`src/rtl/nanov_periph_ctrl_pkg.sv`:
```
// nanoV peripheral controller: shared types, address map defaults
// and the status register layout.
package nanov_periph_pkg;

    localparam logic [31:0] DEF_ADDR_GPIO        = 32'h1000_0000;
    localparam logic [31:0] DEF_ADDR_UART        = 32'h1000_0010;
    localparam logic [31:0] DEF_ADDR_UART_STATUS = 32'h1000_0014;

    typedef enum logic [1:0] {
        SEL_NONE   = 2'd0,
        SEL_GPIO   = 2'd1,
        SEL_UART   = 2'd2,
        SEL_STATUS = 2'd3
    } sel_e;

    typedef enum logic [1:0] {
        ST_IDLE  = 2'd0,
        ST_START = 2'd1,
        ST_DRAIN = 2'd2
    } tx_st_e;

    localparam int STAT_PENDING  = 0;
    localparam int STAT_RX_VALID = 1;
    localparam int STAT_TX_FULL  = 2;
    localparam int STAT_OVF      = 3;

    function automatic sel_e decode_sel(
        input logic [31:0] a,
        input logic [31:0] g,
        input logic [31:0] u,
        input logic [31:0] s
    );
        if (a == g) return SEL_GPIO;
        if (a == u) return SEL_UART;
        if (a == s) return SEL_STATUS;
        return SEL_NONE;
    endfunction

endpackage

```
`src/rtl/nanov_periph_ctrl_if.sv`:
```
// CPU-side serial-bus strobes and data between nanoV and the
// peripheral controller.
interface nanov_periph_ctrl_if;

    logic        is_addr;
    logic [31:0] addr_out;
    logic        is_data;
    logic [31:0] data_out;
    logic        is_data_in;
    logic [31:0] data_in;

    modport master (
        output is_addr, addr_out,
        output is_data, data_out,
        output is_data_in,
        input  data_in
    );

    modport slave (
        input  is_addr, addr_out,
        input  is_data, data_out,
        input  is_data_in,
        output data_in
    );

endinterface

```
`src/rtl/nanov_periph_ctrl_fifo.sv`:
```
// Synchronous FIFO with registered pointers and occupancy count;
// the head word is visible combinationally on o_dout.
module nanov_sync_fifo #(
    parameter int WIDTH = 8,
    parameter int DEPTH = 4,
    localparam int AW = $clog2(DEPTH),
    localparam int CW = AW + 1
) (
    input  logic             clk,
    input  logic             rst,
    input  logic             i_push,
    input  logic [WIDTH-1:0] i_din,
    input  logic             i_pop,
    output logic [WIDTH-1:0] o_dout,
    output logic             o_full,
    output logic             o_empty,
    output logic [CW-1:0]    o_count
);

    logic [WIDTH-1:0] r_mem [DEPTH];
    logic [AW-1:0]    r_wr;
    logic [AW-1:0]    r_rd;
    logic [CW-1:0]    r_count;
    logic             w_push;
    logic             w_pop;

    assign o_full  = (r_count == CW'(DEPTH));
    assign o_empty = (r_count == '0);
    assign o_count = r_count;
    assign o_dout  = r_mem[r_rd];

    // full is judged before the cycle, so a pop cannot make room
    assign w_push = i_push && !o_full;
    assign w_pop  = i_pop && !o_empty;

    always_ff @(posedge clk) begin
        if (w_push) r_mem[r_wr] <= i_din;
    end

    always_ff @(posedge clk) begin
        if (rst) begin
            r_wr    <= '0;
            r_rd    <= '0;
            r_count <= '0;
        end else begin
            if (w_push) r_wr <= r_wr + AW'(1);
            if (w_pop)  r_rd <= r_rd + AW'(1);
            unique case ({w_push, w_pop})
                2'b10:   r_count <= r_count + CW'(1);
                2'b01:   r_count <= r_count - CW'(1);
                default: r_count <= r_count;
            endcase
        end
    end

endmodule

```
`src/rtl/nanov_periph_ctrl.sv`:
```
// Address decode, GPIO/status registers, read mux and the TX
// scheduler that drains the byte FIFO into the UART transmitter.
module nanov_periph_ctrl
    import nanov_periph_pkg::*;
#(
    parameter int          TX_DEPTH         = 4,
    parameter logic [31:0] ADDR_GPIO        = DEF_ADDR_GPIO,
    parameter logic [31:0] ADDR_UART        = DEF_ADDR_UART,
    parameter logic [31:0] ADDR_UART_STATUS = DEF_ADDR_UART_STATUS
) (
    input  logic                      clk,
    input  logic                      rst,
    nanov_periph_ctrl_if.slave        bus,
    input  logic [2:0]                buttons,
    output logic [31:0]               led_data,
    input  logic                      uart_tx_busy,
    output logic                      uart_tx_en,
    output logic [7:0]                uart_tx_data,
    input  logic                      uart_rx_valid,
    input  logic [7:0]                uart_rx_data,
    output logic                      uart_rx_read
);

    localparam int CW = $clog2(TX_DEPTH) + 1;

    sel_e          r_sel;
    tx_st_e        r_state;
    tx_st_e        w_next;
    logic [31:0]   r_led;
    logic          r_ovf;
    logic          r_wait;
    logic          r_tx_en;
    logic [7:0]    r_tx_data;

    logic          w_push;
    logic          w_pop;
    logic          w_full;
    logic          w_empty;
    logic [CW-1:0] w_count;
    logic [7:0]    w_head;
    logic          w_ovf_set;
    logic          w_ovf_clr;
    logic          w_pending;
    logic [7:0]    w_status;
    logic [31:0]   w_rdata;

    nanov_sync_fifo #(
        .WIDTH (8),
        .DEPTH (TX_DEPTH)
    ) u_tx_fifo (
        .clk     (clk),
        .rst     (rst),
        .i_push  (w_push),
        .i_din   (bus.data_out[7:0]),
        .i_pop   (w_pop),
        .o_dout  (w_head),
        .o_full  (w_full),
        .o_empty (w_empty),
        .o_count (w_count)
    );

    assign w_push    = bus.is_data && (r_sel == SEL_UART);
    assign w_ovf_set = w_push && w_full;
    assign w_ovf_clr = bus.is_data_in && (r_sel == SEL_STATUS);
    assign w_pending = (w_count != '0) || (r_state != ST_IDLE)
                     || uart_tx_busy;

    always_ff @(posedge clk) begin
        if (rst) begin
            r_sel <= SEL_NONE;
            r_led <= '0;
            r_ovf <= 1'b0;
        end else begin
            if (bus.is_addr)
                r_sel <= decode_sel(bus.addr_out, ADDR_GPIO,
                                    ADDR_UART, ADDR_UART_STATUS);
            if (bus.is_data && (r_sel == SEL_GPIO))
                r_led <= bus.data_out;
            r_ovf <= w_ovf_set || (r_ovf && !w_ovf_clr);
        end
    end

    always_ff @(posedge clk) begin
        if (rst) begin
            r_state   <= ST_IDLE;
            r_wait    <= 1'b0;
            r_tx_en   <= 1'b0;
            r_tx_data <= '0;
        end else begin
            r_state <= w_next;
            r_wait  <= (r_state == ST_START) && !uart_tx_busy;
            r_tx_en <= w_pop;
            if (w_pop) r_tx_data <= w_head;
        end
    end

    // START gives busy two cycles to rise before assuming the byte went out
    always_comb begin
        w_next = r_state;
        w_pop  = 1'b0;
        unique case (r_state)
            ST_IDLE: begin
                if (!w_empty && !uart_tx_busy) begin
                    w_pop  = 1'b1;
                    w_next = ST_START;
                end
            end
            ST_START: begin
                if (uart_tx_busy)
                    w_next = ST_DRAIN;
                else if (r_wait)
                    w_next = ST_IDLE;
            end
            ST_DRAIN: begin
                if (!uart_tx_busy) w_next = ST_IDLE;
            end
            default: w_next = ST_IDLE;
        endcase
    end

    always_comb begin
        w_status                = '0;
        w_status[STAT_PENDING]  = w_pending;
        w_status[STAT_RX_VALID] = uart_rx_valid;
        w_status[STAT_TX_FULL]  = w_full;
        w_status[STAT_OVF]      = r_ovf;
    end

    always_comb begin
        w_rdata = '0;
        unique case (r_sel)
            SEL_GPIO:   w_rdata = {29'b0, buttons};
            SEL_UART:   w_rdata = {24'b0, uart_rx_data};
            SEL_STATUS: w_rdata = {24'b0, w_status};
            default:    w_rdata = '0;
        endcase
    end

    assign bus.data_in   = w_rdata;
    assign led_data      = r_led;
    assign uart_tx_en    = r_tx_en;
    assign uart_tx_data  = r_tx_data;
    assign uart_rx_read  = (r_sel == SEL_UART) && bus.is_data_in;

endmodule

```
`src/flat_wrapper.sv`:
```
// flat-port wrapper written by rule: the top's interface ports become plain ports
module nanov_periph_ctrl_flat import nanov_periph_pkg::*;
#(
    parameter int          TX_DEPTH         = 4,
    parameter logic [31:0] ADDR_GPIO        = DEF_ADDR_GPIO,
    parameter logic [31:0] ADDR_UART        = DEF_ADDR_UART,
    parameter logic [31:0] ADDR_UART_STATUS = DEF_ADDR_UART_STATUS
)
  (clk, rst, buttons, led_data, uart_tx_busy, uart_tx_en, uart_tx_data, uart_rx_valid, uart_rx_data, uart_rx_read, bus_is_addr, bus_addr_out, bus_is_data, bus_data_out, bus_is_data_in, bus_data_in);
  nanov_periph_ctrl_if bus_i ();
  input  logic clk;
  input  logic rst;
  input  logic [2:0] buttons;
  output logic [31:0] led_data;
  input  logic uart_tx_busy;
  output logic uart_tx_en;
  output logic [7:0] uart_tx_data;
  input  logic uart_rx_valid;
  input  logic [7:0] uart_rx_data;
  output logic uart_rx_read;
  input wire logic [$bits(bus_i.is_addr)-1:0] bus_is_addr;
  input wire logic [$bits(bus_i.addr_out)-1:0] bus_addr_out;
  input wire logic [$bits(bus_i.is_data)-1:0] bus_is_data;
  input wire logic [$bits(bus_i.data_out)-1:0] bus_data_out;
  input wire logic [$bits(bus_i.is_data_in)-1:0] bus_is_data_in;
  output wire logic [$bits(bus_i.data_in)-1:0] bus_data_in;
  assign bus_i.is_addr = bus_is_addr;
  assign bus_i.addr_out = bus_addr_out;
  assign bus_i.is_data = bus_is_data;
  assign bus_i.data_out = bus_data_out;
  assign bus_i.is_data_in = bus_is_data_in;
  assign bus_data_in = bus_i.data_in;
  nanov_periph_ctrl #(.TX_DEPTH(TX_DEPTH), .ADDR_GPIO(ADDR_GPIO), .ADDR_UART(ADDR_UART), .ADDR_UART_STATUS(ADDR_UART_STATUS)) u_core (.clk(clk), .rst(rst), .bus(bus_i), .buttons(buttons), .led_data(led_data), .uart_tx_busy(uart_tx_busy), .uart_tx_en(uart_tx_en), .uart_tx_data(uart_tx_data), .uart_rx_valid(uart_rx_valid), .uart_rx_data(uart_rx_data), .uart_rx_read(uart_rx_read));
endmodule
```
`config.mk`:
```
export PLATFORM = sky130hd
export DESIGN_NAME = nanov_periph_ctrl_flat
export DESIGN_NICKNAME = d
export VERILOG_FILES = /design/src/rtl/nanov_periph_ctrl_pkg.sv /design/src/rtl/nanov_periph_ctrl_if.sv /design/src/rtl/nanov_periph_ctrl_fifo.sv /design/src/rtl/nanov_periph_ctrl.sv /design/src/flat_wrapper.sv
export SDC_FILE = /design/constraint.sdc
export NUM_CORES = 1
export LEC_CHECK = 0
export CORE_MARGIN = 5
export CORE_UTILIZATION = 42
export CTS_CLUSTER_SIZE = 16
export DETAILED_ROUTE_END_ITERATION = 7
export PLACE_DENSITY = 0.88
export SLEW_MARGIN = 10
export SYNTH_ARGS = -nofsm -noshare
export SYNTH_HDL_FRONTEND = slang
export SYNTH_SLANG_ARGS = --single-unit
```
`constraint.sdc`:
```
create_clock -name clk -period 2.5 [get_ports clk]
set_input_delay 0.25 -clock clk [delete_from_list [all_inputs] [get_ports clk]]
set_output_delay 0.25 -clock clk [all_outputs]
set_load 0.03 [all_outputs]
```
-- Word level (Yosys, flattened, before mapping)
Memory sizes are Yosys's and may differ from the RTL's. A register that Yosys moved wholly into a read port is not among the register bits.
Cells that the tools add are included.
- logic and storage cells: 80
- bits in writable memories: 32
- memories: 1
- flip-flop bits (word level): 46
- output and inout bits: 74
- input bits: 82
- equal/unequal tests: 14
- mux-type cells: 29
- add/subtract/negate cells: 4
- reduce and logical (&&, ||, !) cells: 23
- memory list (name ; depth ; bits a word ; read ports ; clocked after memory_dff ; write ports ; RTL line ; text):
    u_core.u_tx_fifo.r_mem ; 4 ; 8 ; 1 ; 1 ; 1 ; nanov_periph_ctrl_fifo.sv:20 ; logic [WIDTH-1:0] r_mem [DEPTH];
- operators with widths (kind ; count):
    32-bit by 29-bit == test with 1-bit output (second input constant) ; 3
    8-bit one-hot mux with 3 select lines ; 1
    2-bit 2-to-1 mux ; 10
    1-bit 2-to-1 mux ; 16
    1-bit logical AND ; 10
    2-bit == test (second input constant) ; 4
    2-bit by 1-bit == test with 1-bit output (second input constant) ; 3
    2-bit one-hot mux with 3 select lines ; 1
    3-bit one-hot mux with 2 select lines ; 1
    2-bit by 1-bit adder with 2-bit output (second input constant) ; 2
    1-bit logical NOT ; 4
    2-bit nonzero test ; 2
    3-bit by 1-bit adder with 3-bit output (second input constant) ; 1
    3-bit == test (second input constant) ; 1
    3-bit logical NOT ; 1
    1-bit logical OR ; 3
    3-bit by 2-bit != test with 1-bit output (second input constant) ; 1
    3-bit AND reduction ; 1
    3-bit nonzero test ; 1
    3-bit by 1-bit subtractor with 3-bit output (second input constant) ; 1
    2-bit logical NOT ; 1
    2-bit by 1-bit != test with 1-bit output (second input constant) ; 1
    2-bit != test (second input constant) ; 1

-- Depth between registers and ports, before layout
Gate-level depths: netlist of run 1.
- depth after elaboration: 14
- depth in mapped cells: 10
- depth with buffers taken out: 9

-- Hierarchy
Synthesis of run 1 repeated with hierarchy kept, for this count alone.
- cell total of the unflattened synthesis: 343
- area total of the unflattened synthesis: 3721.1 µm²
- modules (own cells, without submodules) (module ; area an instance (µm²) ; times used ; seq. area each (µm²) ; cells an instance):
    nanov_periph_ctrl ; 2085.8 ; 1 ; 940.9 ; 247
    nanov_sync_fifo ; 1635.3 ; 1 ; 1141.1 ; 96

-- Worst setup path after synthesis of run 1
Ideal clock, no wire load.
- path kind: register to register
- from: register u_core.r_state[1]
- to: register u_core.u_tx_fifo.r_count[2] (netlist: u_core.u_tx_fifo.o_count[2])
- data required time: 2.430 ns
- period minus slack after synthesis: 2.205 ns
- stages on the path, launching flop included: 10
- arrival time: 2.134 ns
- path slack: 0.295 ns
- path through: dfxtp_1 > or3_4 > clkbuf_1 > nor2_1 > ha_1 > inv_1 > fa_1 > xor2_1 > or3_1 > a21oi_1
- cells in the longest elaborated chain, start to end: 5
- RTL lines (what ; RTL line ; text):
    from (decl) ; nanov_periph_ctrl.sv:27 ; tx_st_e r_state;
    from (signal assigned) ; nanov_periph_ctrl.sv:90 ; r_state <= w_next;
    2-bit logical NOT (*) ; nanov_periph_ctrl.sv:101 ; unique case (r_state)
    1-bit 2-to-1 mux (*) ; nanov_periph_ctrl.sv:101 ;
    1-bit logical AND (*) ; nanov_periph_ctrl_fifo.sv:34 ; assign w_pop = i_pop && !o_empty;
    via u_core.u_tx_fifo.w_pop ; nanov_periph_ctrl_fifo.sv:25 ; logic w_pop;
    2-bit by 1-bit == test with 1-bit output / 2-bit == test (equally long branches) ; nanov_periph_ctrl_fifo.sv:48 ; unique case ({w_push, w_pop})
    3-bit one-hot mux with 2 select lines / 2-bit nonzero test (equally long branches) ; -- ;
    to (signal assigned) ; nanov_periph_ctrl_fifo.sv:49 ; 2'b10: r_count <= r_count + CW'(1);
    to (signal assigned) ; nanov_periph_ctrl_fifo.sv:50 ; 2'b01: r_count <= r_count - CW'(1);
    to (signal assigned) ; nanov_periph_ctrl_fifo.sv:51 ; default: r_count <= r_count;
    to (decl) ; nanov_periph_ctrl_fifo.sv:23 ; logic [CW-1:0] r_count;
The timed path passes the listed nets; every way through them passes the cells marked *.
A chain may end at the register's enable or synchronous reset.

-- Worst setup path after layout of run 1
- from: register u_core.r_sel[0]
- to: output bus_data_in[1]
- cells in the longest elaborated chain, start to end: 2
- RTL lines (what ; RTL line ; text):
    from (decl) ; nanov_periph_ctrl.sv:26 ; sel_e r_sel;
    from (signal assigned) ; nanov_periph_ctrl.sv:75 ; r_sel <= decode_sel(bus.addr_out, ADDR_GPIO,
    2-bit == test / 2-bit by 1-bit == test with 1-bit output (equally long branches) ; nanov_periph_ctrl.sv:131 ; unique case (r_sel)
    8-bit one-hot mux with 3 select lines (*) ; nanov_periph_ctrl.sv:131 ;
    to (decl) ; flat_wrapper.sv:26 ; output wire logic [$bits(bus_i.data_in)-1:0] bus_data_in;
Every way passes the cells marked *; elsewhere a longest branch is shown, timed or not.

==> results of run 1 <==
area by class of cell:
type / count / area share (%)
Tap cell: 108 / 2.59
Inverter: 8 / 0.576
Clock buffer: 10 / 2.45
Sequential cell: 86 / 39.1
Clock inverter: 6 / 1.80
Multi-Input combinational cell: 237 / 26.8
Timing Repair Buffer: 142 / 26.6
cell usage after synthesis, drive strengths merged, types with 4 or more instances:
cell	number
nand2	67
and2	5
and3	4
mux4	8
clkbuf	13
nor2	7
edfxtp	32
ha	5
nand3	11
o21ai	12
dfxtp	54
nor4	6
inv	8
a21oi	46
buf	31
routing by layer:
metal	share of wire, %	track usage (%)	wire length (µm)	vias up
li1	-	-	-	1448
met1	39	19.6	3520	1381
met2	51	29.8	4550	123
met3	8.3	4.83	737	8
met4	1.1	5.38	101	0
met5	0	0	0	-
cell usage in the layout, fill, tap and decap left out, types with 9 or more instances in the layout:
master	synthesis	layout
conb_1	1	24
a21oi_1	46	46
dfxtp_1	54	54
nand3_1	11	11
o21ai_0	12	12
clkbuf_8	0	9
clkdlybuf4s50_1	0	128
buf_4	25	12
edfxtp_1	32	32
nand2_1	67	67
worst max-delay path: cells and delay by family, from the launching register on:
kind,cells,cell delay (ns)
flops,1,0.39
mux,1,0.36
compound gates,1,0.18
buf+inv,2,0.80
per-stage QoR:
| stage | TNS [ns] | cell area, µm² | total power, mW | setup WS, ns |
|---|---|---|---|---|
| after floorplan | 0 | 3730 | 1.58 | 0.295 |
| after global placement | 0 | 4990 | 1.70 | 0.0972 |
| after detailed placement | -0.00937 | 4990 | 1.70 | -0.00937 |
| after CTS | 0 | 5220 | 2.75 | 0.0258 |
| after global routing | 0 | 5220 | 2.83 | 0.0897 |
| final | 0 | 5220 | 2.73 | 0.175 |
power groups by stage:
stage | Sequential [mW] | Clock [mW] | Combinational, mW
after floorplan | 1.48 | 0 | 0.102
after global placement | 1.48 | 0 | 0.217
after detailed placement | 1.48 | 0 | 0.220
after CTS | 1.45 | 1.08 | 0.221
after global routing | 1.45 | 1.14 | 0.236
final | 1.45 | 1.06 | 0.221
state kept, by name, summed over array words and instances (netlist names):
register and count:
u_core.r_wait 1, u_core.r_state 2, u_core.led_data 32, u_core.uart_tx_data 8
u_core.r_ovf 1, u_core.u_tx_fifo.r_mem 32, u_core.uart_tx_en 1, u_core.u_tx_fifo.o_count 3
u_core.r_sel 2, u_core.u_tx_fifo.r_rd 2, u_core.u_tx_fifo.r_wr 2
final timing paths:
check                     start                           to
max reg2reg   u_core.r_state[1]  u_core.u_tx_fifo.o_count[2]
max             u_core.r_sel[0]               bus_data_in[1]
min            bus_data_out[28]          u_core.led_data[28]
min reg2reg  u_core.led_data[0]           u_core.led_data[0]
kinds of logic after synthesis:
group / after synthesis
AO/OA/AOI/OAI: 68
XOR/XNOR: 4
adder cells (fa/ha/maj): 6
buffers and inverters: 52
flip-flops: 86
multiplexers: 11
other: 1
AND/OR/NAND/NOR: 124
repair_timing:
item                                    4_1_cts  5_1_grt
endpoints found under the setup margin        0        1
gates resized for setup                       0        1
endpoints found under the hold margin         0        0
==> flow_summary.json, run 1 <==
{
  "p_clk_share_pct": 38.9,
  "synth_top_cell_by_area": "dfxtp_1",
  "dieArea_um2": 10700,
  "port_buffers": 131,
  "synth_xor_area_share_pct": 0.960,
  "dp_hpwl_um": 6900,
  "area_growth_pct": 43.0,
  "syn_area_um2": 3650,
  "leakage_nw": 1.79,
  "initial_utilization_pct": 42.5,
  "yosysWarnings": 0,
  "multi_input_area_um2": 1400,
  "synth_compound_area_share_pct": 10.1,
  "die_h_um": 103,
  "drc_errors": 0,
  "rr_worst_depth": 8,
  "rows": 34,
  "synth-edff-count": 32,
  "synthSimpleGateAreaFrac_pct": 16.7,
  "end_kind": "output port",
  "diodes": 0,
  "nets": 572,
  "fmax_mhz": 430,
  "core_area_um2": 8590,
  "seqPwrFrac_pct": 53.0,
  "cts_root_buf": "clkbuf_8",
  "relSlewSlack_pct": 52.2,
  "wl_per_cell_um": 14.9,
  "drt_pass1_iterations": 4,
  "synth_top_family_by_area": "simple AND/OR/NAND/NOR gates",
  "async_reset_ff_share_pct": 0,
  "crit_type": "reg -> out",
  "yosys-top-cells-area": "dfxtp_1 30%, edfxtp_1 26%, nand2_1 6.9%",
  "cts_tree": "done",
  "slew_viol_final": 0,
  "synthCells": 352,
  "final_cell_count_no_fill": 597,
  "max_stage_delay_ns": 0.59,
  "cts_buffers": 9,
  "synth.area.mux_share_pct": 5.83,
  "r2r_slack_ns": 0.26,
  "holdCritPathClass": "in -> reg",
  "grt_overflow_total": 0,
  "utilization_pct": 60.7,
  "cts.sink_count": 86,
  "clk_latency_ns": 0.35,
  "htreeDepth": 3,
  "post-cts-setup-buffers": 0,
  "grt_pass1_wl_um": 14000,
  "routed_via_density": 4.96,
  "yosys.area_share.adder_pct": 2.26,
  "io_pins": 156,
  "status": "finished, final reports clean",
  "switching_share_pct": 21.7,
  "worst_ir_drop_vdd_v": 0.000332,
  "grt_pass1_vias": 3050,
  "crit_path_cell_trace": "buf_4 -> mux2_2 -> a22o_1 -> clkdlybuf4s50_1",
  "finClkSkew_ns": 0.00829,
  "finalHoldViolations": 0,
  "setup_viol": 0,
  "power_density_nw_per_um2": 524,
  "fill_cells": 670,
  "synthFlopType": "dfxtp_1",
  "period_minus_slack_ns": 2.33,
  "clk_pin_slew_ns": 0.09,
  "routed_wirelength_um": 8910,
  "switchingPower_mw": 0.593,
  "tightest_slew_ns": 0.716,
  "avgSynthCellArea_um2": 10.4,
  "drive_gt1_share_pct": 8.79,
  "track_usage_pct": 16.8,
  "die_w_um": 103,
  "yosysSeqAreaShare_pct": 56.0,
  "min_period_over_period_pct": 93.0,
  "start_kind": "flip-flop",
  "pwr-share-comb_pct": 8.1,
  "intPower_mw": 2.14,
  "critPathRequiredTime_ns": 2.25,
  "maxCapViolCount": 0,
  "crit_arrival_ns": 2.08,
  "numPlacedInstances": 581,
  "seq_area_um2": 2040,
  "grt_max_degree": 40,
  "vias": 2960,
  "antenna_found_initial": 0,
  "place.gp.congestion": 0.809,
  "slowest_stage": "clkdlybuf4s50_1",
  "cts_hold_buf": 0,
  "grt_setup_unrepaired": "false",
  "hold-worst-slack_ns": 0.450,
  "ys_ff_latch": 86,
  "hold_depth": 3,
  "first_iter_violations": 155,
  "synth.top_cell.area_share_pct": 29.6,
  "yosysUniqueCellTypes": 43,
  "cts_buffer_depth": 2,
  "postRouteAntennaNets": 0,
  "cp_max_fo": 10
}
No activity file was read; power rests on OpenSTA's default activity.
==> inputs of run 2 (changes only) <==
--- a/config.mk
+++ b/config.mk
@@ -10,7 +10,7 @@
 export CTS_CLUSTER_SIZE = 16
 export DETAILED_ROUTE_END_ITERATION = 7
 export PLACE_DENSITY = 0.88
-export SLEW_MARGIN = 10
+export SLEW_MARGIN = 20
 export SYNTH_ARGS = -nofsm -noshare
 export SYNTH_HDL_FRONTEND = slang
 export SYNTH_SLANG_ARGS = --single-unit
==> results of run 2 <==
The final DEF is identical to that of run 1; final timing and power are the same.
==> inputs of run 3 (changes only) <==
--- a/config.mk
+++ b/config.mk
@@ -5,6 +5,7 @@
 export SDC_FILE = /design/constraint.sdc
 export NUM_CORES = 1
 export LEC_CHECK = 0
+export ABC_CLOCK_PERIOD_IN_PS = 2500
 export CORE_MARGIN = 5
 export CORE_UTILIZATION = 42
 export CTS_CLUSTER_SIZE = 16
==> results of run 3 <==
The final DEF is identical to that of run 1; final timing and power are the same.
